`config.mk`:
```
export PLATFORM = sky130hd
export DESIGN_NAME = core_to_axi
export DESIGN_NICKNAME = d
export VERILOG_FILES = /design/src/rtl/core_to_axi.sv
export SDC_FILE = /design/constraint.sdc
export NUM_CORES = 1
export LEC_CHECK = 0
export CORE_UTILIZATION = 43
export DETAILED_ROUTE_END_ITERATION = 10
export GPL_TIMING_DRIVEN = 0
export PLACE_DENSITY = 0.82
export SKIP_CTS_REPAIR_TIMING = 1
export SLEW_MARGIN = 0
export SYNTH_ARGS = -nofsm -noshare
export SYNTH_HDL_FRONTEND = slang
export SYNTH_SLANG_ARGS = --single-unit
```
`constraint.sdc`:
```
create_clock -name clk -period 1.7 [get_ports clk]
set_input_delay 0.17 -clock clk [delete_from_list [all_inputs] [get_ports clk]]
set_output_delay 0.17 -clock clk [all_outputs]
set_load 0.05 [all_outputs]
```
`src/rtl/core_to_axi.sv`:
```
// core_to_axi: captures a finished Ising sample and streams it to the host as header, spin words and trailer
module core_to_axi #(
    parameter int DATA_WIDTH = 32,
    parameter int ARRAY_SIZE = 64
) (
    input  logic                  clk,
    input  logic                  resetb,
    input  logic                  res_valid,
    input  logic [ARRAY_SIZE-1:0] res_spins,
    input  logic [DATA_WIDTH-1:0] res_problem_id,
    input  logic [DATA_WIDTH-1:0] res_fail_count,
    output logic                  res_busy,
    output logic                  m_valid,
    input  logic                  m_ready,
    output logic                  m_last,
    output logic [DATA_WIDTH-1:0] m_data,
    output logic                  frame_done,
    output logic [7:0]            drop_count,
    input  logic                  drop_clear
);
    localparam int NUM_WORDS = ARRAY_SIZE / DATA_WIDTH;
    localparam int IW = NUM_WORDS > 1 ? $clog2(NUM_WORDS) : 1;

    typedef enum logic [1:0] {IDLE, HEADER, DATA, TRAILER} state_t;

    state_t                state, state_n;
    logic [ARRAY_SIZE-1:0] spins_q, spins_n;
    logic [DATA_WIDTH-1:0] fail_q, fail_n, data_n;
    logic [IW-1:0]         idx, idx_n;
    logic                  last_n, done_n, hs, drop;
    logic [7:0]            drop_n;

    assign hs   = m_valid && m_ready;
    assign drop = res_valid && state != IDLE;

    // frame sequencing: capture in IDLE, then preload the next word on every accepted beat
    always_comb begin
        state_n = state;
        spins_n = spins_q;
        fail_n  = fail_q;
        data_n  = m_data;
        last_n  = m_last;
        idx_n   = idx;
        done_n  = 1'b0;
        case (state)
            IDLE: if (res_valid) begin
                state_n = HEADER;
                spins_n = res_spins;
                fail_n  = res_fail_count;
                data_n  = res_problem_id;
            end
            HEADER: if (hs) begin
                state_n = DATA;
                idx_n   = '0;
                data_n  = spins_q[DATA_WIDTH-1:0];
            end
            DATA: if (hs) begin
                if (idx == IW'(NUM_WORDS - 1)) begin
                    state_n = TRAILER;
                    data_n  = fail_q;
                    last_n  = 1'b1;
                end else begin
                    idx_n  = idx + 1'b1;
                    data_n = DATA_WIDTH'(spins_q >> ((32'(idx) + 1) * DATA_WIDTH));
                end
            end
            TRAILER: if (hs) begin
                state_n = IDLE;
                data_n  = '0;
                last_n  = 1'b0;
                done_n  = 1'b1;
            end
            default: state_n = IDLE;
        endcase
        drop_n = drop_clear ? {7'd0, drop} : drop_count + {7'd0, drop && drop_count != 8'hFF};
    end

    // registered state and outputs; reset aborts any frame in flight
    always_ff @(posedge clk) begin
        if (!resetb) begin
            state      <= IDLE;
            spins_q    <= '0;
            fail_q     <= '0;
            idx        <= '0;
            m_data     <= '0;
            m_last     <= 1'b0;
            m_valid    <= 1'b0;
            res_busy   <= 1'b0;
            frame_done <= 1'b0;
            drop_count <= '0;
        end else begin
            state      <= state_n;
            spins_q    <= spins_n;
            fail_q     <= fail_n;
            idx        <= idx_n;
            m_data     <= data_n;
            m_last     <= last_n;
            m_valid    <= state_n != IDLE;
            res_busy   <= state_n != IDLE;
            frame_done <= done_n;
            drop_count <= drop_n;
        end
    end
endmodule

```
==> Yosys cells after proc, flatten, opt, wreduce, memory -nomap -nowiden <==
Cells that the tools add are included.
{ "totals": {"reg_bits": 142, "inputBits": 133, "out_inout_bits": 44, "wordCells": 59} }
{ "op_classes": {"add_sub_neg": 3, "n_eq_ne": 9, "shifts": 1, "n_mux": 21, "bitwise": 1, "reduce_logical": 14} }
{ "ops": {"columns": ["cell", "count"], "rows": [
  ["$mux 32", 5],
  ["$pmux 32 s4", 1],
  ["$shr 64x7->32", 1],
  ["$mux 2", 5],
  ["$ne 2x2->1 const B", 5],
  ["$add 8x1->8", 1],
  ["$ne 8x8->1 const B", 1],
  ["$pmux 2 s4", 1],
  ["$reduce_and 4->1", 2],
  ["$reduce_bool 2->1", 4],
  ["$mux 1", 7],
  ["$eq 2x2->1 const B", 2],
  ["$pmux 1 s2", 2],
  ["$reduce_and 2->1", 2],
  ["$logic_and 1x1->1", 3],
  ["$reduce_and 3->1", 1],
  ["$add 1x1->2 const B", 1],
  ["$eq 2x1->1 const B", 1],
  ["$logic_not 2->1", 1],
  ["$reduce_or 2->1", 1],
  ["$add 1x1->1 const B", 1],
  ["$not 1->1", 1]
]} }

==> Depth between registers and ports, before layout <==
{ "logic_depth": {"word_depth": 5, "mapped_depth": 8, "ltp_nobuf": 7} }

==> Worst setup path after synthesis <==
Ideal clock, no wire load.
{ "synth_path": {"kind": "register -> register", "startpoint": "reg drop_count[3]", "endpoint": "reg drop_count[4]", "setup_ns": 0.119, "arrival_time_ns": 1.845, "required_ns": 1.581, "path_slack_ns": -0.263, "stages_incl_launch_ff": 8, "path_buffers": 0, "synth_period_minus_slack_ns": 1.963, "path_cell_list": "dfxtp_1 -> nand4_1 -> o221a_2 -> ha_1 -> ha_1 -> nand3_1 -> xor2_1 -> nor2_1"} }
{ "synth_between": {"elab_chain_len": 3} }
{ "synth_lines": {"columns": ["item", "line", "text"], "rows": [
  ["start: declaration", "18", "output logic [7:0] drop_count,"],
  ["start signal: assignment", "101", "drop_count <= drop_n;"],
  ["$ne 8x8->1", "75", "drop_n = drop_clear ? {7'd0, drop} : drop_count + {7'd0, drop && drop_count != 8'hFF};"],
  ["$logic_and 1x1->1", "75", null],
  ["$add 8x1->8 *", "75", null]
]} }
Every way passes the cells marked *; elsewhere a longest branch is shown, timed or not.
A chain may end at the register's enable or synchronous reset.

==> Worst setup path after layout <==
{ "layout_path": {"startpoint": "reg state[1]", "endpoint": "reg drop_count[6]"} }
{ "layout_between": {"elab_chain_len": 4} }
{ "layout_lines": {"columns": ["item", "line", "text"], "rows": [
  ["start: declaration", "26", "state_t state, state_n;"],
  ["start signal: assignment", "92", "state <= state_n;"],
  ["$reduce_bool 2->1", "34", "assign drop = res_valid && state != IDLE;"],
  ["$logic_and 1x1->1", "34", null],
  ["$logic_and 1x1->1", "75", null],
  ["$add 8x1->8", "75", null]
]} }
Every way passes these cells.

==> impl_metrics.env <==
export IMPL_finish_utilization=0.677
export IMPL_slowest_stage="dfxtp_4"
export IMPL_netlist_instances=705
export IMPL_finalSetupViolCount=18
export IMPL_num_rows=42
export IMPL_cts_tree="built"
export IMPL_num_antenna_cells=0
export IMPL_violations="setup timing"
export IMPL_synth_top_area_frac=0.474
export IMPL_whs_ns=0.294
export IMPL_synth_seq_area_share=0.474
export IMPL_period_share=1.07
export IMPL_finalWeightedCongestion=0.862
export IMPL_final_common_cell="nand2_1"
export IMPL_cp_arrival_ns=2.16
export IMPL_drive_gt1_frac=0.125
export IMPL_core_area_sq_um=13400
export IMPL_num_vias=6121
export IMPL_ys_types=38
export IMPL_antenna_found_initial=0
export IMPL_final_cell_mix="nand2_1, dfxtp_1, clkdlybuf4s50_1, a21oi_1, mux2i_1"
export IMPL_drt_iter0_drc=555
export IMPL_worstHoldEndpoint="spins_q[14]"
export IMPL_drv_slew=0
export IMPL_netlist_area_sq_um=6000
export IMPL_vias_per_cell=5.53
export IMPL_antenna_left=0
export IMPL_async_reset_ff_frac=0
export IMPL_hold_violations=0
export IMPL_fin_tns_setup_ns=-0.536
export IMPL_cts_root_buf="clkbuf_16"
export IMPL_route_detailed_drc=0
export IMPL_fp_dieArea_sq_um=14400
export IMPL_cp_start_kind="flip-flop"
export IMPL_syn_area_per_cell_sq_um=8.51
export IMPL_routed_wl_um=20500
export IMPL_die_h_um=120
export IMPL_num_nets_final=1055
export IMPL_cp_required_ns=2.04
export IMPL_yosysTopAreaCell="dfxtp_1"
export IMPL_r2r_end="drop_count[6]"
export IMPL_cts_buffer_depth=2
export IMPL_overflow=0
export IMPL_rr_startpoint="state[1]"
export IMPL_ir_drop_mv=0.748
export IMPL_area_delta_synth_final_pct=51.2
export IMPL_synth_edf_count=0
export IMPL_p_leak_uw=0.00401
export IMPL_internal_power_uw=6530
export IMPL_r2r_cells=9
export IMPL_clk_latency_ns=0.42
export IMPL_drtPass1Iterations=5
export IMPL_synth_top_cells_by_area="dfxtp_1, nand2_1, a21oi_1"
export IMPL_min_period_ns=1.82
export IMPL_fin_skew_ns=0.00565
export IMPL_cpPeakStageDelay_ns=0.36
export IMPL_p_clk_frac=0.379
export IMPL_synth_ff_type="dfxtp_1"
export IMPL_hold_start="res_spins[14]"
export IMPL_min_path_type="in -> reg"
export IMPL_pwr_share_seq=0.413
export IMPL_sw_frac_of_total=0.273
export IMPL_max_freq_mhz=549
export IMPL_ys_seq_elements=142
export IMPL_track_usage=0.278
export IMPL_cp_cell_sequence="buf_4 -> buf_8 -> buf_8 -> o221a_4 -> ha_4 -> ha_4 -> nand2_2 -> or3_1 -> a21oi_1"
export IMPL_dp_hpwl_um=13800
export IMPL_synth_fp_nets=840
export IMPL_grt_pass1_wl_um=30200
export IMPL_place_ws_ns=-0.460
export IMPL_power_uw=8980
export IMPL_die_x_um=120
export IMPL_powerDensity_nw_per_um2=989
export IMPL_yosysWarnings=0
export IMPL_clk_pin_slew_ns=0.06
export IMPL_rsz0062_at_grt="yes"
export IMPL_avgRoutedWirePerCell_um=18.6
export IMPL_ios=177
export IMPL_tightest_slew_ns=0.769
export IMPL_timing_max_cap_violations=0
export IMPL_crit_path_start="state[1]"
export IMPL_grt_max_degree=17
export IMPL_relSlewSlack=0.488
export IMPL_critPathKind="reg -> reg"
export IMPL_initial_utilization=0.448
export IMPL_cts_sinks=142
export IMPL_cts_buffers=17
export IMPL_holdPathStages=3
export IMPL_worst_slack_ns=-0.120
export IMPL_grt_pass1_vias=5795
export IMPL_h_tree_depth=4
export IMPL_io_buffer_count=176
export IMPL_rrSetupSlack_ns=-0.12
export IMPL_setup_worst_path_end_class="flip-flop"
export IMPL_critPathMaxFanout=6
export IMPL_p_sw_uw=2450
export IMPL_outcome="finished, violations left"
export IMPL_p_comb_frac=0.207
cells in the mapped netlist (5+ instances only):
cell type / number
o21a_1: 6
buf_4: 5
buf_2: 35
mux2i_1: 55
o221a_1: 6
nor2_1: 7
o21ai_0: 5
a21oi_1: 126
dfxtp_1: 142
nand2_1: 201
o2bb2ai_1: 6
o31ai_1: 22
o22a_1: 22
clkbuf_1: 21
kinds of logic (layout without fill, tap and decap cells):
| kind of cell | Yosys count | in the layout | synth area share |
|---|---|---|---|
| adders and majority gates | 2 | 2 | 0.00417 |
| AOI/OAI and AO/OA | 208 | 208 | 0.219 |
| muxes | 55 | 55 | 0.0918 |
| DFF | 142 | 142 | 0.474 |
| and+or+nand+nor | 229 | 229 | 0.154 |
| buffers and inverters | 65 | 290 | 0.0511 |
| xor gates and xnor gates | 4 | 4 | 0.00584 |
worst max-delay path: cells and delay by family, from the launching register on:
family          cells  cell delay [ns]
flops               1             0.36
buf+inv             3             0.33
fa+ha+maj           2             0.30
compound gates      2             0.34
simple gates        2             0.40
layer usage:
metal / vias to the layer above / routed length (um) / global-route usage
li1: 2889 / - / -
met1: 2912 / 8560 / 0.352
met2: 283 / 9930 / 0.455
met3: 37 / 1610 / 0.0642
met4: 0 / 447 / 0.108
met5: - / 0 / 0
stage by stage:
step	area [sq um]	cells
global placement	8020	1057
CTS	8550	1086
detailed placement	8020	1057
global route	9070	1106
finish	9070	1106
floorplan	6040	705
area by class of cell:
| type | count | area, sq um |
|---|---|---|
| Timing Repair Buffer | 197 | 2060 |
| Fill cell | 1058 | 4330 |
| Clock buffer | 28 | 497 |
| Inverter | 4 | 15.0 |
| Clock inverter | 1 | 30.0 |
| Multi-Input combinational cell | 498 | 2960 |
| Buffer | 60 | 435 |
| Tap cell | 176 | 220 |
| Sequential cell | 142 | 2860 |
worst max-delay path by stage:
stage,slack [ns],to,depth (start not counted)
after floorplan,-0.003,drop_count[4],7
after global placement,-0.45,m_data[6],5
after detailed placement,-0.46,m_data[12],5
after CTS,-0.31,res_busy,2
after global routing,-0.17,drop_count[6],9
final,-0.12,drop_count[6],9
flip-flops by register name (all words and copies together) (netlist names), 2 cells and up:
signal / flops
spins_q: 64
fail_q: 32
m_data: 32
drop_count: 8
state: 2
power groups by stage:
stage | combinational, uW | clock, uW | sequential, uW
after floorplan | 697 | 0 | 4020
after global placement | 1670 | 0 | 3760
after detailed placement | 1690 | 0 | 3770
after CTS | 1700 | 3420 | 3710
after global routing | 1970 | 3560 | 3730
final | 1860 | 3400 | 3710
Note: power is estimated with default switching activity, not from simulation.
